### config.mk
export PLATFORM = sky130hd
export DESIGN_NAME = fifo_frame_reader
export DESIGN_NICKNAME = d
export VERILOG_FILES = /design/src/rtl/fifo_frame_reader_pkg.sv /design/src/rtl/fifo_frame_reader.sv
export SDC_FILE = /design/constraint.sdc
export NUM_CORES = 1
export LEC_CHECK = 0
export BUFFER_PORTS_ARGS = -buffer_cell sky130_fd_sc_hd__buf_2
export CAP_MARGIN = 10
export CORE_MARGIN = 1
export CORE_UTILIZATION = 50
export DETAILED_ROUTE_END_ITERATION = 10
export GPL_ROUTABILITY_DRIVEN = 0
export PLACE_DENSITY = 0.8
export SYNTH_ARGS = -nofsm -noshare
export SYNTH_HDL_FRONTEND = slang
export SYNTH_SLANG_ARGS = --single-unit
### constraint.sdc
create_clock -name clk -period 3 [get_ports clk]
set_input_delay 0 -clock clk [delete_from_list [all_inputs] [get_ports clk]]
set_output_delay 0 -clock clk [all_outputs]
set_load 0.05 [all_outputs]
### src/rtl/fifo_frame_reader_pkg.sv
// Shared types and constants for the ADC FIFO frame reader.
// Holds the FSM state encoding, the default sync word and the
// byte-select helpers that fix the MSB-first byte ordering on the wire.
package fifo_frame_reader_pkg;

    typedef enum logic [3:0] {
        IDLE,
        HDR0,
        HDR1,
        LEN0,
        LEN1,
        RD_REQ,
        RD_WAIT,
        DAT0,
        DAT1,
        CSUM
    } frame_state_t;

    localparam logic [15:0] DEFAULT_HEADER = 16'hA55A;

    localparam int SAMPLE_CNT_W = 12;

    localparam int MSB_BYTE_LSB = 8;
    localparam int LSB_BYTE_LSB = 0;

    function automatic logic [7:0] msb_byte(input logic [15:0] word);
        return word[MSB_BYTE_LSB +: 8];
    endfunction

    function automatic logic [7:0] lsb_byte(input logic [15:0] word);
        return word[LSB_BYTE_LSB +: 8];
    endfunction

endpackage

### src/rtl/fifo_frame_reader.sv
// Read-side consumer of the ADC sample FIFO.
// Waits for a full frame to be buffered, then streams header, length,
// big-endian samples and an 8-bit modular checksum over a valid/ready
// byte interface. Every byte is a combinational function of the state and
// of registers that only change on acceptance, so a stalled byte is stable.
module fifo_frame_reader
    import fifo_frame_reader_pkg::*;
#(
    parameter int          FRAME_LEN = 1024,
    parameter int          USEDW_W   = 13,
    parameter logic [15:0] HEADER    = DEFAULT_HEADER
) (
    input  logic               clk,
    input  logic               rst,
    input  logic [USEDW_W-1:0] RDUSEDW,
    input  logic               RDEMPTY,
    output logic               FIFO_RD,
    input  logic [15:0]        FIFO_OUT,
    output logic [7:0]         tx_data,
    output logic               tx_valid,
    input  logic               tx_ready,
    output logic               busy,
    output logic [15:0]        frame_cnt
);

    localparam logic [15:0]             LEN_WORD        = 16'(FRAME_LEN);
    localparam logic [SAMPLE_CNT_W-1:0] FRAME_LEN_CNT   = SAMPLE_CNT_W'(FRAME_LEN);
    localparam logic [USEDW_W:0]        FRAME_LEN_USEDW = (USEDW_W + 1)'(FRAME_LEN);

    frame_state_t            state;
    frame_state_t            state_next;
    logic [15:0]             word_reg;
    logic [7:0]              sum;
    logic [SAMPLE_CNT_W-1:0] sample_cnt;
    logic [SAMPLE_CNT_W-1:0] sample_cnt_inc;
    logic                    accept;
    logic                    frame_avail;

    assign frame_avail    = !RDEMPTY && ({1'b0, RDUSEDW} >= FRAME_LEN_USEDW);
    assign sample_cnt_inc = sample_cnt + 1'b1;

    // State register: reset aborts any frame in progress on the next edge
    always_ff @(posedge clk) begin
        if (rst) begin
            state <= IDLE;
        end else begin
            state <= state_next;
        end
    end

    // Next-state logic: byte states advance only on a completed handshake
    always_comb begin
        state_next = state;
        case (state)
            IDLE: begin
                if (frame_avail) begin
                    state_next = HDR0;
                end
            end
            HDR0: begin
                if (accept) begin
                    state_next = HDR1;
                end
            end
            HDR1: begin
                if (accept) begin
                    state_next = LEN0;
                end
            end
            LEN0: begin
                if (accept) begin
                    state_next = LEN1;
                end
            end
            LEN1: begin
                if (accept) begin
                    state_next = RD_REQ;
                end
            end
            RD_REQ: begin
                if (!RDEMPTY) begin
                    state_next = RD_WAIT;
                end
            end
            RD_WAIT: begin
                state_next = DAT0;
            end
            DAT0: begin
                if (accept) begin
                    state_next = DAT1;
                end
            end
            DAT1: begin
                if (accept) begin
                    if (sample_cnt_inc == FRAME_LEN_CNT) begin
                        state_next = CSUM;
                    end else begin
                        state_next = RD_REQ;
                    end
                end
            end
            CSUM: begin
                if (accept) begin
                    state_next = IDLE;
                end
            end
            default: begin
                state_next = IDLE;
            end
        endcase
    end

    // Output decode: byte mux, handshake, single-cycle FIFO read request
    always_comb begin
        tx_valid = 1'b0;
        tx_data  = 8'h00;
        FIFO_RD  = 1'b0;
        busy     = (state != IDLE);
        case (state)
            HDR0: begin
                tx_valid = 1'b1;
                tx_data  = msb_byte(HEADER);
            end
            HDR1: begin
                tx_valid = 1'b1;
                tx_data  = lsb_byte(HEADER);
            end
            LEN0: begin
                tx_valid = 1'b1;
                tx_data  = msb_byte(LEN_WORD);
            end
            LEN1: begin
                tx_valid = 1'b1;
                tx_data  = lsb_byte(LEN_WORD);
            end
            RD_REQ: begin
                FIFO_RD = !RDEMPTY;
            end
            DAT0: begin
                tx_valid = 1'b1;
                tx_data  = msb_byte(word_reg);
            end
            DAT1: begin
                tx_valid = 1'b1;
                tx_data  = lsb_byte(word_reg);
            end
            CSUM: begin
                tx_valid = 1'b1;
                tx_data  = sum;
            end
            default: begin
                tx_valid = 1'b0;
            end
        endcase
        accept = tx_valid && tx_ready;
    end

    // Datapath: word capture, checksum, sample and frame counters
    always_ff @(posedge clk) begin
        if (rst) begin
            word_reg   <= 16'h0000;
            sum        <= 8'h00;
            sample_cnt <= '0;
            frame_cnt  <= 16'h0000;
        end else begin
            case (state)
                IDLE: begin
                    sum        <= 8'h00;
                    sample_cnt <= '0;
                end
                LEN0, LEN1, DAT0: begin
                    if (accept) begin
                        sum <= sum + tx_data;
                    end
                end
                RD_WAIT: begin
                    word_reg <= FIFO_OUT;
                end
                DAT1: begin
                    if (accept) begin
                        sum        <= sum + tx_data;
                        sample_cnt <= sample_cnt_inc;
                    end
                end
                CSUM: begin
                    if (accept) begin
                        frame_cnt <= frame_cnt + 16'd1;
                    end
                end
                default: begin
                    sum <= sum;
                end
            endcase
        end
    end

endmodule
==> summary.log, run 1 <==
[place] Post-Place Cells 522
[clock_tree] CTS Sinks 56
[worst_setup_path] data arrival time of the worst path 3.07 ns
[drt] post-DR wirelength/cell 15.2 um
[drt] residual antenna-violating net count after detailed routing 0
[sta] pins over their slew limit 0
[hold_path] type of the tightest min-delay check in -> reg
[place] I/O Buffers 49
[sta] number of hold violations in the final report 0
[power_and_ir_drop] total chip power 2.49 mW
[final_layout] number of fill cells 511
[global_routing] Total GRT Usage 26.0%
[power_and_ir_drop] worst voltage drop across the vdd grid 437 uV
[worst_setup_path] maximum fanout encountered on the critical timing path 11
[sta] slack of the critical path 0.143 ns
[yosys] sequential-to-total area share from yosys stat 36.0%
[yosys] number of library cell types mapped by synthesis 53
[floorplan] Die Ht 81.0 um
[sta] Hold Slack 0.171 ns
[clock_tree] clock tree buffer depth 2
[sta] Final Setup Violations 0
[yosys] fraction of synthesis flops using an asynchronous set or reset pin 0%
[worst_setup_path] startpoint of the worst-slack reg-to-reg timing path state[0]
[yosys] total number of yosys warnings 0
[final_layout] final cell count without fillers 548
[yosys] netlist area before placement 3120 sq um
[floorplan] area inside the core boundary 5960 sq um
[final_layout] fraction of layout cells with a size suffix above 1 19.2%
[worst_setup_path] path type of the worst setup path reg -> reg
[yosys] Syn Inst Count 408
[global_routing] vias in the first global route 2948
[final_layout] core occupancy in the finished layout 64.9%
[global_routing] gr ovfl total 0
[final_layout] ANT cells 0
[place] hpwl dp 5580 um
[clock_tree] clock latency at the later pin of the worst-skew pair 0.31 ns
[clock_tree] clock buffers created by TritonCTS 5
[worst_setup_path] CP endpoint kind flop
[clock_tree] clock slew seen by the registers of the worst setup and hold paths 0.11 ns
[power_and_ir_drop] power density over cell area 643 nW/um^2
[final_layout] Seq. cell area 1120 sq um
[drt] router iterations before antenna repair 4
[floorplan] Ports 60
[final_layout] number of nets at the end of the flow 516
[yosys] most common flop cell mapped by yosys sky130_fd_sc_hd__dfxtp_1
[worst_setup_path] required time worst endpoint 3.21 ns
[yosys] count of state elements after synthesis 56
[global_routing] largest net degree at the start of global routing 34
[worst_setup_path] reg2reg setup slack 0.14 ns
[drt] final routed wirelength across all metal layers 8330 um
[clock_tree] maximum level of the CTS H-tree 2
[hold_path] critical hold path startpoint tx_ready
[drt] DRC marker count from the first detailed-route iteration 134
[yosys] number of flops mapped to enable cells by yosys 0
[place] pre-CTS setup slack 0.208 ns
[sta] min Tclk post-route 2.86 ns
[sta] achievable frequency 350 MHz
[power_and_ir_drop] leakage power 1.56 nW
[worst_setup_path] endpoint of the lowest-slack register-to-register path sum[6]
[hold_path] hold path cells 5
[floorplan] Initial Utilization 52.4%
[worst_setup_path] crit start category flop
[floorplan] number of core rows 28
[clock_tree] TritonCTS clock tree done
[sta] final worst path period share 95.2%
[yosys] Post-Synthesis Net Count 451
[worst_setup_path] logic depth of the worst register-to-register path 13
[drt] vias per cell 5.77
[sta] transition time at the pin with the least slew margin 0.619 ns
[final_layout] Layout area overhead 24.0%
[final_layout] area taken by multi-input logic gates 1930 sq um
[clock_tree] Clock Root Buffer sky130_fd_sc_hd__clkbuf_8
[sta] worst slew slack as a fraction of its limit 58.6%
[sta] Post-Route Skew 0.00736 ns
[outcome] run status finished, final reports clean
[floorplan] Die W 81.0 um
[flow_run] number of maximum-capacitance violations 0
[hold_path] end of the worst hold path sample_cnt[2]
[global_routing] initial antenna violation count 0
[yosys] average size of a mapped cell 7.64 sq um
[drt] routed vias 3160
[floorplan] die area 6560 sq um
[drt] DRC Markers 0
[global_routing] global-route wire length before repair 13400 um
## cell families (layout without fill, tap and decap cells)
| kind of cell | Yosys count | in the layout | share of synthesized area [%] |
|---|---|---|---|
| AO/OA/AOI/OAI | 99 | 99 | 20.3 |
| XOR/XNOR | 23 | 23 | 6.46 |
| adder cells (fa/ha/maj) | 10 | 10 | 4.25 |
| buffers and inverters | 35 | 100 | 4.61 |
| flip-flops | 56 | 56 | 36.0 |
| multiplexers | 2 | 2 | 0.642 |
| AND/OR/NAND/NOR | 183 | 183 | 27.8 |
## Yosys cell counts (3+ instances only)
master                      n  share of area, %
sky130_fd_sc_hd__buf_2      3              0.48
sky130_fd_sc_hd__ha_1       9               3.6
sky130_fd_sc_hd__xor2_1    13               3.7
sky130_fd_sc_hd__o22ai_1    5               1.0
sky130_fd_sc_hd__nand2_1   65               7.8
sky130_fd_sc_hd__nor2b_1    3              0.60
sky130_fd_sc_hd__a311oi_1   3              0.84
sky130_fd_sc_hd__inv_1      8              0.96
sky130_fd_sc_hd__and3_1     6               1.2
sky130_fd_sc_hd__nor4_1     3              0.60
sky130_fd_sc_hd__dfxtp_1   56                36
sky130_fd_sc_hd__nor2_1    41               4.9
sky130_fd_sc_hd__a22oi_1    3              0.72
sky130_fd_sc_hd__nand2b_1   4              0.80
sky130_fd_sc_hd__xnor2_1   10               2.8
sky130_fd_sc_hd__a32oi_1    5               1.4
sky130_fd_sc_hd__nor3_1    10               1.6
sky130_fd_sc_hd__nand4_1    5               1.0
sky130_fd_sc_hd__nand3_1   20               3.2
sky130_fd_sc_hd__and4b_1    3              0.96
sky130_fd_sc_hd__a31oi_1    7               1.4
sky130_fd_sc_hd__o21ai_0   17               2.7
sky130_fd_sc_hd__and2_1     9               1.8
sky130_fd_sc_hd__clkbuf_1  21               2.5
sky130_fd_sc_hd__a21oi_1   41               6.6
sky130_fd_sc_hd__or3_1      5               1.0
## through the flow
| step | area (sq um) | TNS (ns) |
|---|---|---|
| floorplan | 3190 | -0.0115 |
| global placement | 3540 | 0 |
| detailed placement | 3540 | 0 |
| CTS | 3830 | 0 |
| global route | 3870 | -0.00371 |
| finish | 3870 | 0 |
## worst max path at each step
stage                        end  startpoint  cells past startpoint
after CTS                 sum[6]    state[3]                     11
after global routing      sum[7]    state[3]                     11
after floorplan           sum[6]    state[3]                     13
final                     sum[6]    state[0]                     13
after detailed placement  sum[6]    state[3]                     11
after global placement    sum[6]    state[3]                     11
## cell usage in the layout (no fill, tap or decap), types with 7 or more instances in the layout
master | synthesis | final
sky130_fd_sc_hd__o21ai_0 | 17 | 15
sky130_fd_sc_hd__nand3_1 | 20 | 20
sky130_fd_sc_hd__xor2_1 | 13 | 13
sky130_fd_sc_hd__inv_1 | 8 | 7
sky130_fd_sc_hd__and2_1 | 9 | 9
sky130_fd_sc_hd__dlygate4sd3_1 | 0 | 16
sky130_fd_sc_hd__xnor2_1 | 10 | 10
sky130_fd_sc_hd__nand2_1 | 65 | 65
sky130_fd_sc_hd__dfxtp_1 | 56 | 56
sky130_fd_sc_hd__buf_2 | 3 | 49
sky130_fd_sc_hd__buf_4 | 0 | 20
sky130_fd_sc_hd__nor2_1 | 41 | 41
sky130_fd_sc_hd__ha_1 | 9 | 9
sky130_fd_sc_hd__nor3_1 | 10 | 10
sky130_fd_sc_hd__a31oi_1 | 7 | 7
sky130_fd_sc_hd__a21oi_1 | 41 | 40
## area by class of cell
| class | count | share of cell area (%) |
|---|---|---|
| Multi-Input combinational cell | 317 | 50.0 |
| Clock inverter | 2 | 1.55 |
| Tap cell | 75 | 2.43 |
| Inverter | 8 | 0.874 |
| Clock buffer | 5 | 1.78 |
| Timing Repair Buffer | 85 | 14.4 |
| Sequential cell | 56 | 29.0 |
## where the power goes
part           internal [mW]  total [mW]  leakage, nW  switching (mW)
Combinational          0.371        1.12         1.04           0.750
Clock                  0.329       0.585       0.0642           0.256
Sequential             0.760       0.779        0.451          0.0188
Total                   1.46        2.49         1.56            1.03
## metal layers
metal	up-vias	global-route usage (%)	part of all wire, %
met2	101	42.6	47
met5	-	0	0
met4	0	8.57	1.7
met3	15	3.93	5.8
li1	1559	-	-
met1	1485	34.8	45
## repair_timing
| item | CTS | global route |
|---|---|---|
| hold buffers | 16 | 0 |
| setup buffers | 0 | 3 |
| gates resized for setup | 0 | 4 |
| setup endpoints to repair | 0 | 2 |
| endpoints found under the hold margin | 16 | 0 |
## worst max-delay path: stages, from the launching register on
cell and delay, ns:
sky130_fd_sc_hd__dfxtp_1 0.39, sky130_fd_sc_hd__buf_4 0.19, sky130_fd_sc_hd__nor2_1 0.07, sky130_fd_sc_hd__and2_1 0.18
sky130_fd_sc_hd__nand2_1 0.11, sky130_fd_sc_hd__o21ai_4 0.07, sky130_fd_sc_hd__ha_1 0.21, sky130_fd_sc_hd__fa_1 0.42
sky130_fd_sc_hd__a21o_1 0.22, sky130_fd_sc_hd__a21oi_2 0.17, sky130_fd_sc_hd__o21ai_0 0.10, sky130_fd_sc_hd__a21oi_1 0.19
sky130_fd_sc_hd__nor4_1 0.06, sky130_fd_sc_hd__or3_1 0.38
Power figures use the tool's default switching activity.
==> run 2, diff against run 1 <==
==> constraint.sdc (replaced) <==
create_clock -name clk -period 3 [get_ports clk]
set_input_delay 0.3 -clock clk [delete_from_list [all_inputs] [get_ports clk]]
set_output_delay 0.3 -clock clk [all_outputs]
set_load 0.05 [all_outputs]
==> run 2 against run 1 <==
Setup slack improved by 0.051 ns. Fmax rose by 1.8%. Final area fell by 6.3%.
==> summary.log, run 2 (same netlist as run 1, synthesis figures left out) <==
[outcome] run status finished, final reports clean
[global_routing] vias in the first global route 2717
[worst_setup_path] endpoint of the lowest-slack register-to-register path sum[6]
[floorplan] Die W 81.0 um
[global_routing] largest net degree at the start of global routing 43
[worst_setup_path] reg2reg setup slack 0.19 ns
[drt] DRC Markers 0
[final_layout] number of nets at the end of the flow 495
[clock_tree] Post-CTS Hold Buffers 0
[floorplan] die area 6560 sq um
[sta] number of hold violations in the final report 0
[clock_tree] clock tree buffer depth 2
[worst_setup_path] data arrival time of the worst path 3.02 ns
[drt] post-DR wirelength/cell 13.5 um
[floorplan] Ports 60
[worst_setup_path] crit start category flop
[sta] pins over their slew limit 0
[drt] final routed wirelength across all metal layers 7130 um
[final_layout] fraction of layout cells with a size suffix above 1 18.8%
[worst_setup_path] logic depth of the worst register-to-register path 11
[worst_setup_path] path type of the worst setup path reg -> reg
[clock_tree] clock latency at the later pin of the worst-skew pair 0.32 ns
[worst_setup_path] CP endpoint kind flop
[sta] worst slew slack as a fraction of its limit 61.7%
[sta] total negative slack 0 ns
[hold_path] type of the tightest min-delay check in -> reg
[floorplan] area inside the core boundary 5960 sq um
[floorplan] number of core rows 28
[place] hpwl dp 5320 um
[power_and_ir_drop] leakage power 1.45 nW
[sta] achievable frequency 356 MHz
[clock_tree] clock slew seen by the registers of the worst setup and hold paths 0.11 ns
[clock_tree] clock buffers created by TritonCTS 5
[sta] Hold Slack 0.210 ns
[final_layout] leading cell type in the layout, fill and taps excluded sky130_fd_sc_hd__nand2_1
[sta] final worst path period share 93.6%
[power_and_ir_drop] power density over cell area 614 nW/um^2
[global_routing] global-route wire length before repair 12100 um
[sta] RSZ-0062 raised after global routing false
[final_layout] ANT cells 0
[floorplan] Die Ht 81.0 um
[final_layout] commonest non-fill, non-tap cells in the layout sky130_fd_sc_hd__nand2_1, sky130_fd_sc_hd__dfxtp_1, sky130_fd_sc_hd__buf_2
[worst_setup_path] startpoint of the worst-slack reg-to-reg timing path state[3]
[drt] router iterations before antenna repair 4
[clock_tree] maximum level of the CTS H-tree 2
[clock_tree] TritonCTS clock tree done
[worst_setup_path] CP endpoint sum[6]
[sta] Final Setup Violations 0
[sta] Post-Route Skew 0.00816 ns
[global_routing] gr ovfl total 0
[drt] DRC marker count from the first detailed-route iteration 157
[clock_tree] Clock Root Buffer sky130_fd_sc_hd__clkbuf_8
[power_and_ir_drop] worst voltage drop across the vdd grid 363 uV
[drt] vias per cell 5.68
[hold_path] critical hold path startpoint FIFO_OUT[5]
[place] I/O Buffers 49
[global_routing] Total GRT Usage 23.7%
[clock_tree] CTS Sinks 56
[drt] routed vias 3000
[worst_setup_path] maximum fanout encountered on the critical timing path 6
[flow_run] number of maximum-capacitance violations 0
[drt] residual antenna-violating net count after detailed routing 0
[worst_setup_path] Setup crit start state[3]
[sta] transition time at the pin with the least slew margin 0.573 ns
[final_layout] Layout area overhead 16.2%
[floorplan] Initial Utilization 52.4%
[global_routing] initial antenna violation count 0
[worst_setup_path] required time worst endpoint 3.21 ns
[sta] min Tclk post-route 2.81 ns
[run 2: what timing repair did]
action                                 in CTS  in global routing
gates resized for setup                     0                  2
endpoints found under the hold margin       0                  0
setup buffers                               0                  0
setup endpoints to repair                   0                  1
[run 2: layer usage]
metal / global-route usage, % / share of wire (%) / vias up
met4: 6.43 / 0.83 / 0
li1: - / - / 1532
met3: 3.37 / 4.1 / 5
met2: 38.2 / 45 / 66
met5: 0 / 0 / -
met1: 32.9 / 50 / 1397
[run 2: critical path: stages, from the launching register on]
cell	delay [ns]
sky130_fd_sc_hd__dfxtp_2	0.38
sky130_fd_sc_hd__and3b_1	0.25
sky130_fd_sc_hd__a22oi_2	0.26
sky130_fd_sc_hd__o21ai_4	0.07
sky130_fd_sc_hd__ha_1	0.22
sky130_fd_sc_hd__fa_1	0.40
sky130_fd_sc_hd__a21o_1	0.20
sky130_fd_sc_hd__a21oi_1	0.21
sky130_fd_sc_hd__o21ai_0	0.11
sky130_fd_sc_hd__a21oi_1	0.18
sky130_fd_sc_hd__nor4_1	0.06
sky130_fd_sc_hd__or3_1	0.36
[run 2: stage by stage]
stage	total power, mW	area, sq um	instances	util (%)	setup WS, ns
after global routing	2.34	3620	528	60.8	0.0196
after floorplan	1.57	3190	408	-	-0.0115
after global placement	1.79	3520	520	59.2	0.190
after detailed placement	1.80	3520	520	59.2	0.148
final	2.22	3620	528	60.8	0.193
after CTS	2.23	3620	528	60.7	0.109
[run 2: worst min path at each step]
| stage | endpoint | slack [ns] | depth (start not counted) |
|---|---|---|---|
| after floorplan | word_reg[10] | 0.44 | 2 |
| after global placement | word_reg[3] | 0.45 | 2 |
| after detailed placement | word_reg[4] | 0.45 | 2 |
| after CTS | word_reg[5] | 0.20 | 3 |
| after global routing | word_reg[12] | 0.21 | 3 |
| final | word_reg[5] | 0.21 | 3 |
[run 2: layout make-up]
| class | instances | area [sq um] |
|---|---|---|
| inverters | 8 | 30.0 |
| clock buffers | 5 | 68.8 |
| repair buffers | 64 | 358 |
| well taps | 75 | 93.8 |
| flip-flops and latches | 56 | 1120 |
| fillers | 564 | 2330 |
| multi-input cells | 317 | 1930 |
| clock inverters | 3 | 22.5 |
[run 2: power breakdown]
group / switching [mW] / internal, mW / total (mW)
logic: 0.707 / 0.316 / 1.02
registers: 0.0152 / 0.760 / 0.775
clock network: 0.257 / 0.168 / 0.425
